[config.mk]
export PLATFORM = sky130hd
export DESIGN_NAME = vend_sequencer
export DESIGN_NICKNAME = d
export VERILOG_FILES = /design/src/rtl/vend_sequencer.sv
export SDC_FILE = /design/constraint.sdc
export NUM_CORES = 1
export LEC_CHECK = 0
export ABC_CLOCK_PERIOD_IN_PS = 1900
export CAP_MARGIN = 25
export CELL_PAD_IN_SITES_DETAIL_PLACEMENT = 1
export CELL_PAD_IN_SITES_GLOBAL_PLACEMENT = 1
export CORE_MARGIN = 2
export CORE_UTILIZATION = 43
export CTS_CLUSTER_DIAMETER = 40
export DETAILED_ROUTE_END_ITERATION = 8
export DONT_BUFFER_PORTS = 1
export GPL_TIMING_DRIVEN = 0
export PLACE_DENSITY_LB_ADDON = 0.12
export SLEW_MARGIN = 20
export SYNTH_ARGS = -nofsm -noshare
export SYNTH_HDL_FRONTEND = slang
export SYNTH_SLANG_ARGS = --single-unit
[constraint.sdc]
create_clock -name clk -period 1.9 [get_ports clk]
set_input_delay 0.38 -clock clk [delete_from_list [all_inputs] [get_ports clk]]
set_output_delay 0.38 -clock clk [all_outputs]
set_load 0.02 [all_outputs]
[src/rtl/vend_sequencer.sv]
`default_nettype none
// +----------------------------------------------------------------------------+
// | vend_sequencer: issues product / dime / nickel actuator commands with a    |
// | four-phase ack. Optional ack timeout enabled by defining VEND_TIMEOUT_EN.  |
// | Revision: 1.0                                                              |
// +----------------------------------------------------------------------------+
module vend_sequencer #(
  parameter int TIMEOUT_CYCLES = 255
) (
  input  logic       clk,
  input  logic       rst,
  input  logic       req_valid,
  output logic       req_ready,
  input  logic       req_dispense,
  input  logic [2:0] req_change,
  input  logic       act_ack,
  output logic       act_product,
  output logic       act_dime,
  output logic       act_nickel,
  output logic       busy,
  output logic       done,
  output logic       fault
);

  typedef enum logic [2:0] {
    S_IDLE   = 3'd0,
    S_PROD   = 3'd1,
    S_DIME   = 3'd2,
    S_NICKEL = 3'd3,
    S_REL    = 3'd4,
    S_FAULT  = 3'd5
  } state_t;

  state_t     state, state_nxt;
  logic [2:0] remaining, remaining_nxt;
  logic       flag, flag_nxt;
  logic       done_nxt;

  if (TIMEOUT_CYCLES < 1 || TIMEOUT_CYCLES > 255) begin : g_bad_timeout
    $error("TIMEOUT_CYCLES must fit the 8-bit timeout counter (1..255)");
  end

  // Next command from the outstanding work; S_IDLE means the sequence is finished.
  function automatic state_t pick(input logic f, input logic [2:0] r);
    if (f)              return S_PROD;
    else if (r >= 3'd2) return S_DIME;
    else if (r == 3'd1) return S_NICKEL;
    else                return S_IDLE;
  endfunction

`ifdef VEND_TIMEOUT_EN
  localparam logic [7:0] TMO_LAST = 8'(TIMEOUT_CYCLES - 1);
  logic [7:0] tmo_cnt;
  logic       in_wait, nxt_wait;

  assign in_wait  = (state == S_PROD) || (state == S_DIME) ||
                    (state == S_NICKEL) || (state == S_REL);
  assign nxt_wait = (state_nxt == S_PROD) || (state_nxt == S_DIME) ||
                    (state_nxt == S_NICKEL) || (state_nxt == S_REL);

  always_ff @(posedge clk or posedge rst) begin
    if (rst)                                 tmo_cnt <= '0;
    else if (nxt_wait && state_nxt != state) tmo_cnt <= '0;
    else if (in_wait)                        tmo_cnt <= tmo_cnt + 8'd1;
  end
`endif

  always_comb begin
    state_nxt     = state;
    remaining_nxt = remaining;
    flag_nxt      = flag;
    done_nxt      = 1'b0;
    case (state)
      S_IDLE: begin
        if (req_valid) begin
          flag_nxt      = req_dispense;
          remaining_nxt = req_change;
          if (req_change > 3'd4) begin
            state_nxt = S_FAULT;
          end else begin
            state_nxt = pick(req_dispense, req_change);
            done_nxt  = (pick(req_dispense, req_change) == S_IDLE);
          end
        end
      end
      S_PROD: begin
        if (act_ack) begin
          flag_nxt  = 1'b0;
          state_nxt = S_REL;
        end
      end
      S_DIME: begin
        if (act_ack) begin
          remaining_nxt = remaining - 3'd2;
          state_nxt     = S_REL;
        end
      end
      S_NICKEL: begin
        if (act_ack) begin
          remaining_nxt = remaining - 3'd1;
          state_nxt     = S_REL;
        end
      end
      S_REL: begin
        if (!act_ack) begin
          state_nxt = pick(flag, remaining);
          done_nxt  = (pick(flag, remaining) == S_IDLE);
        end
      end
      S_FAULT: state_nxt = S_FAULT;
      default: state_nxt = S_IDLE;
    endcase
`ifdef VEND_TIMEOUT_EN
    if (in_wait && tmo_cnt == TMO_LAST) begin
      state_nxt = S_FAULT;
      done_nxt  = 1'b0;
    end
`endif
  end

  always_ff @(posedge clk or posedge rst) begin
    if (rst) begin
      state     <= S_IDLE;
      remaining <= 3'd0;
      flag      <= 1'b0;
      done      <= 1'b0;
    end else begin
      state     <= state_nxt;
      remaining <= remaining_nxt;
      flag      <= flag_nxt;
      done      <= done_nxt;
    end
  end

  // Moore outputs: commands drop the cycle after ack is sampled because the state has moved to REL.
  assign req_ready   = (state == S_IDLE);
  assign busy        = (state != S_IDLE);
  assign fault       = (state == S_FAULT);
  assign act_product = (state == S_PROD);
  assign act_dime    = (state == S_DIME);
  assign act_nickel  = (state == S_NICKEL);

endmodule
`default_nettype wire

==> key figures <==
Clock network
  • Max clock buf depth: 2
  • Inserted Clock Buffers: 3
  • Clk slew on worst S/H paths: 60 ps
  • Root Driver: clkbuf_4
  • CTS tree: yes
  • CTS H-Tree Depth: 1
  • Sink Count: 8
  • Worst-Skew Late Latency: 260 ps

Global route
  • First-pass GRT wire length: 2.870 mm
  • Largest net degree at the start of global routing: 11
  • Vias in the first global route: 618
  • Antenna violations before repair: 0
  • Overflow after GRT: 0
  • Tot GR Track Use: roughly a fifth

Floorplan
  • Die area: 0.001888 mm²
  • Core footprint: 0.001489 mm²
  • Die height: between 40 and 50 µm
  • Top Ports: 15
  • Chip width: 43.46 µm
  • Rows: 14
  • Starting Density: 44.96%

Finish
  • Filler cells: roughly 180
  • Final cell count without fillers: 102
  • Nets: 100
  • Area grow syn2layout: 10.65%
  • Share of layout cells above drive strength 1: 12.79%
  • Antenna cells: 0

Synth
  • Asr flop ratio synth: 100.0%
  • Dominant cells by area after synthesis: dfrtp_1, ha_1, nor2_1
  • Post-synth EDFFs: 0
  • Post-Synthesis Cells: 82
  • Mapped Area: ~670 µm²
  • Post-synth net total: 94
  • Ys flop type: dfrtp_1
  • Yosys cell types: 31
  • Synth top area share: 29.91%
  • Avg Inst Size Synth: 8.163 µm²
  • Register area share after synthesis: 29.91%
  • Synth warn: 0
  • Synthesized flop and latch total: 8
  • Post-synth top area cell: dfrtp_1

Setup path
  • Crit path buffers/inverters: 2
  • R2R cell count: 6
  • Critical Path RT: 1520 ps
  • Top delay family on crit path: flip-flops
  • Crit path kind: register to output port
  • RR Endpoint: done$_DFF_PP0_
  • Slowest Stage Delay on Critical Path: 430 ps
  • Worst reg2reg startpoint: remaining[0]$_DFFE_PP0P_
  • WP data arrival: ~1400 ps
  • CP Capture Type: output port
  • Worst R2R Setup Slack: 330 ps
  • CP Max Fanout: 10
  • Worst-path cell chain: clkbuf_2 > nor3_4 > inv_1
  • Setup crit start kind: register
  • Slowest CP cell: dfrtp_1
  • WP depth: 3

Detailed routing
  • Total Wirelength: 1.748 mm
  • Vias: 649
  • Initial DRC count: 7
  • DRT Pass-1 Iters: 4
  • Drt via density: 6.363
  • Post-route DRC: 0
  • Routed wire per std cell: between 15 and 20 µm
  • Post-route ant nets: 0

Timing
  • Final worst setup slack: ~97 ps
  • Final Critical Period: ~1800 ps
  • Fin crit share: 94.89%
  • Slew headroom: 70.81%
  • Layout Skew: 4.022 ps
  • Worst hold margin: ~300 ps
  • RSZ-0062 raised after global routing: no
  • Final Hold Fails: 0
  • Slew Viols, Final: 0
  • Setup TNS Final: 0 ps
  • Setup Viol. Count Final: 0
  • Fmax: about 0.55 GHz
  • Least-Margin Pin Slew: 436.2 ps

Power
  • VDD IR max: 753.1 µV
  • P_leak: 0.3243 nW
  • Pwr/cell area: 1627 mW/mm²
  • Overall Power: 1.205 mW

Worst hold path
  • Hold WC Path Type: input port to register
  • Worst Hold Launch: act_ack
  • WHS Endpoint: done$_DFF_PP0_
  • Hold Path Depth: 2

Place
  • Pre-CTS WS: -33.70 ps
  • Inst Count DP: 98
  • Buffers added on ports: 0
  • DP HPWL: 1.303 mm
  • RePlAce Congestion: 0.8241

Run
  • Max Cap Viol: 0

Outcome
  • Status: complete, no violations
-- how the worst max path moves through the flow --
stage	startpoint	end	slack [ps]
after floorplan	state[2]$_DFFE_PP0P_	busy	110
after global placement	state[2]$_DFFE_PP0P_	busy	-30
after detailed placement	state[2]$_DFFE_PP0P_	busy	-30
after CTS	state[2]$_DFFE_PP0P_	busy	70
after global routing	state[1]$_DFFE_PP0P_	busy	30
final	state[1]$_DFFE_PP0P_	busy	100
-- repair_timing --
action | CTS | global route
buffers inserted | 0 | 0
resized for setup | 4 | 3
gates cloned | 0 | 0
hold buffers | 1 | 0
endpoints found under the hold margin | 8 | 0
setup endpoints to repair | 3 | 1
pin swaps | 0 | 1
-- layout by cell type, fill, tap and decap left out --
master,netlist,layout
nand2b_1,1,1
xnor2_1,1,1
a211oi_1,1,1
and4bb_2,1,1
dlygate4sd3_1,0,1
o311ai_0,3,3
a31oi_1,2,2
inv_1,7,7
nor2b_1,5,5
o21ai_1,1,1
ha_1,4,4
and4b_2,1,1
a21boi_1,1,1
clkbuf_4,0,3
o22a_1,1,1
o31ai_1,2,2
clkbuf_2,0,1
nor3b_1,1,1
and2b_1,2,2
o21bai_1,2,2
o211ai_1,2,2
nor2_1,11,11
nand3_1,2,2
dfrtp_1,8,8
o2111a_1,1,1
a21oi_1,5,5
nor3_2,0,1
mux2i_1,2,2
buf_2,2,3
o21ai_0,5,5
nor3_4,0,1
or4b_1,1,1
o311a_1,1,1
nand2_1,2,2
-- stage by stage --
step           instance area, µm²  util [%]
2_1_floorplan               669.4         -
3_3_place_gp                689.4     46.30
3_5_place_dp                689.4     46.30
4_1_cts                     739.5     49.66
5_1_grt                     740.7     49.75
6_report                    740.7     49.75
-- Yosys cell counts (2+ instances only) --
| library cell | count |
|---|---|
| nor2_1 | 11 |
| dfrtp_1 | 8 |
| inv_1 | 7 |
| a21oi_1 | 5 |
| nor2b_1 | 5 |
| o21ai_0 | 5 |
| ha_1 | 4 |
| o311ai_0 | 3 |
| a31oi_1 | 2 |
| and2b_1 | 2 |
| buf_2 | 2 |
| clkbuf_1 | 2 |
| mux2i_1 | 2 |
| nand2_1 | 2 |
| nand3_1 | 2 |
| nor3_1 | 2 |
| o211ai_1 | 2 |
| o21bai_1 | 2 |
| o31ai_1 | 2 |
-- per-layer routing --
layer	vias to the layer above	share of wire [%]	wire [µm]	global-route usage, %
met5	-	0	0	0
met4	0	1.7	30	6.667
met3	5	4.3	76	5.417
met2	20	49	855	32.84
met1	315	45	785	27.20
li1	309	-	-	-
-- area by class of cell --
type | instances | area [µm²] | area share (%)
buffer | 4 | 20.02 | 2.703
clock buffer | 3 | 22.52 | 3.041
sequential | 8 | 200.2 | 27.03
inverter | 7 | 26.28 | 3.547
tap | 16 | 20.02 | 2.703
multi-input combinational | 63 | 441.7 | 59.63
timing repair buffer | 1 | 10.01 | 1.351
-- power breakdown --
part	total, mW	internal, mW	switching (mW)	leakage (nW)
Combinational	0.712	0.281	0.431	0.211
Sequential	0.352	0.250	0.102	0.0993
Clock	0.141	0.0730	0.0679	0.0138
Total	1.21	0.604	0.601	0.324
-- cells by family (layout without fill, tap and decap cells) --
group           count (synthesis)  count (layout)  share of synthesized area [%]
xor+xnor                        1               1                          1.309
flops                           8               8                          29.91
buf+inv                        11              15                          6.543
mux                             2               2                          2.991
fa+ha+maj                       4               4                          7.477
compound gates                 27              27                          27.47
simple gates                   29              29                          24.30
-- registers in the layout (all words and copies together) (netlist names) --
name and count:
done 1, flag 1, remaining 3, state 3
Note: power is estimated with default switching activity, not from simulation.
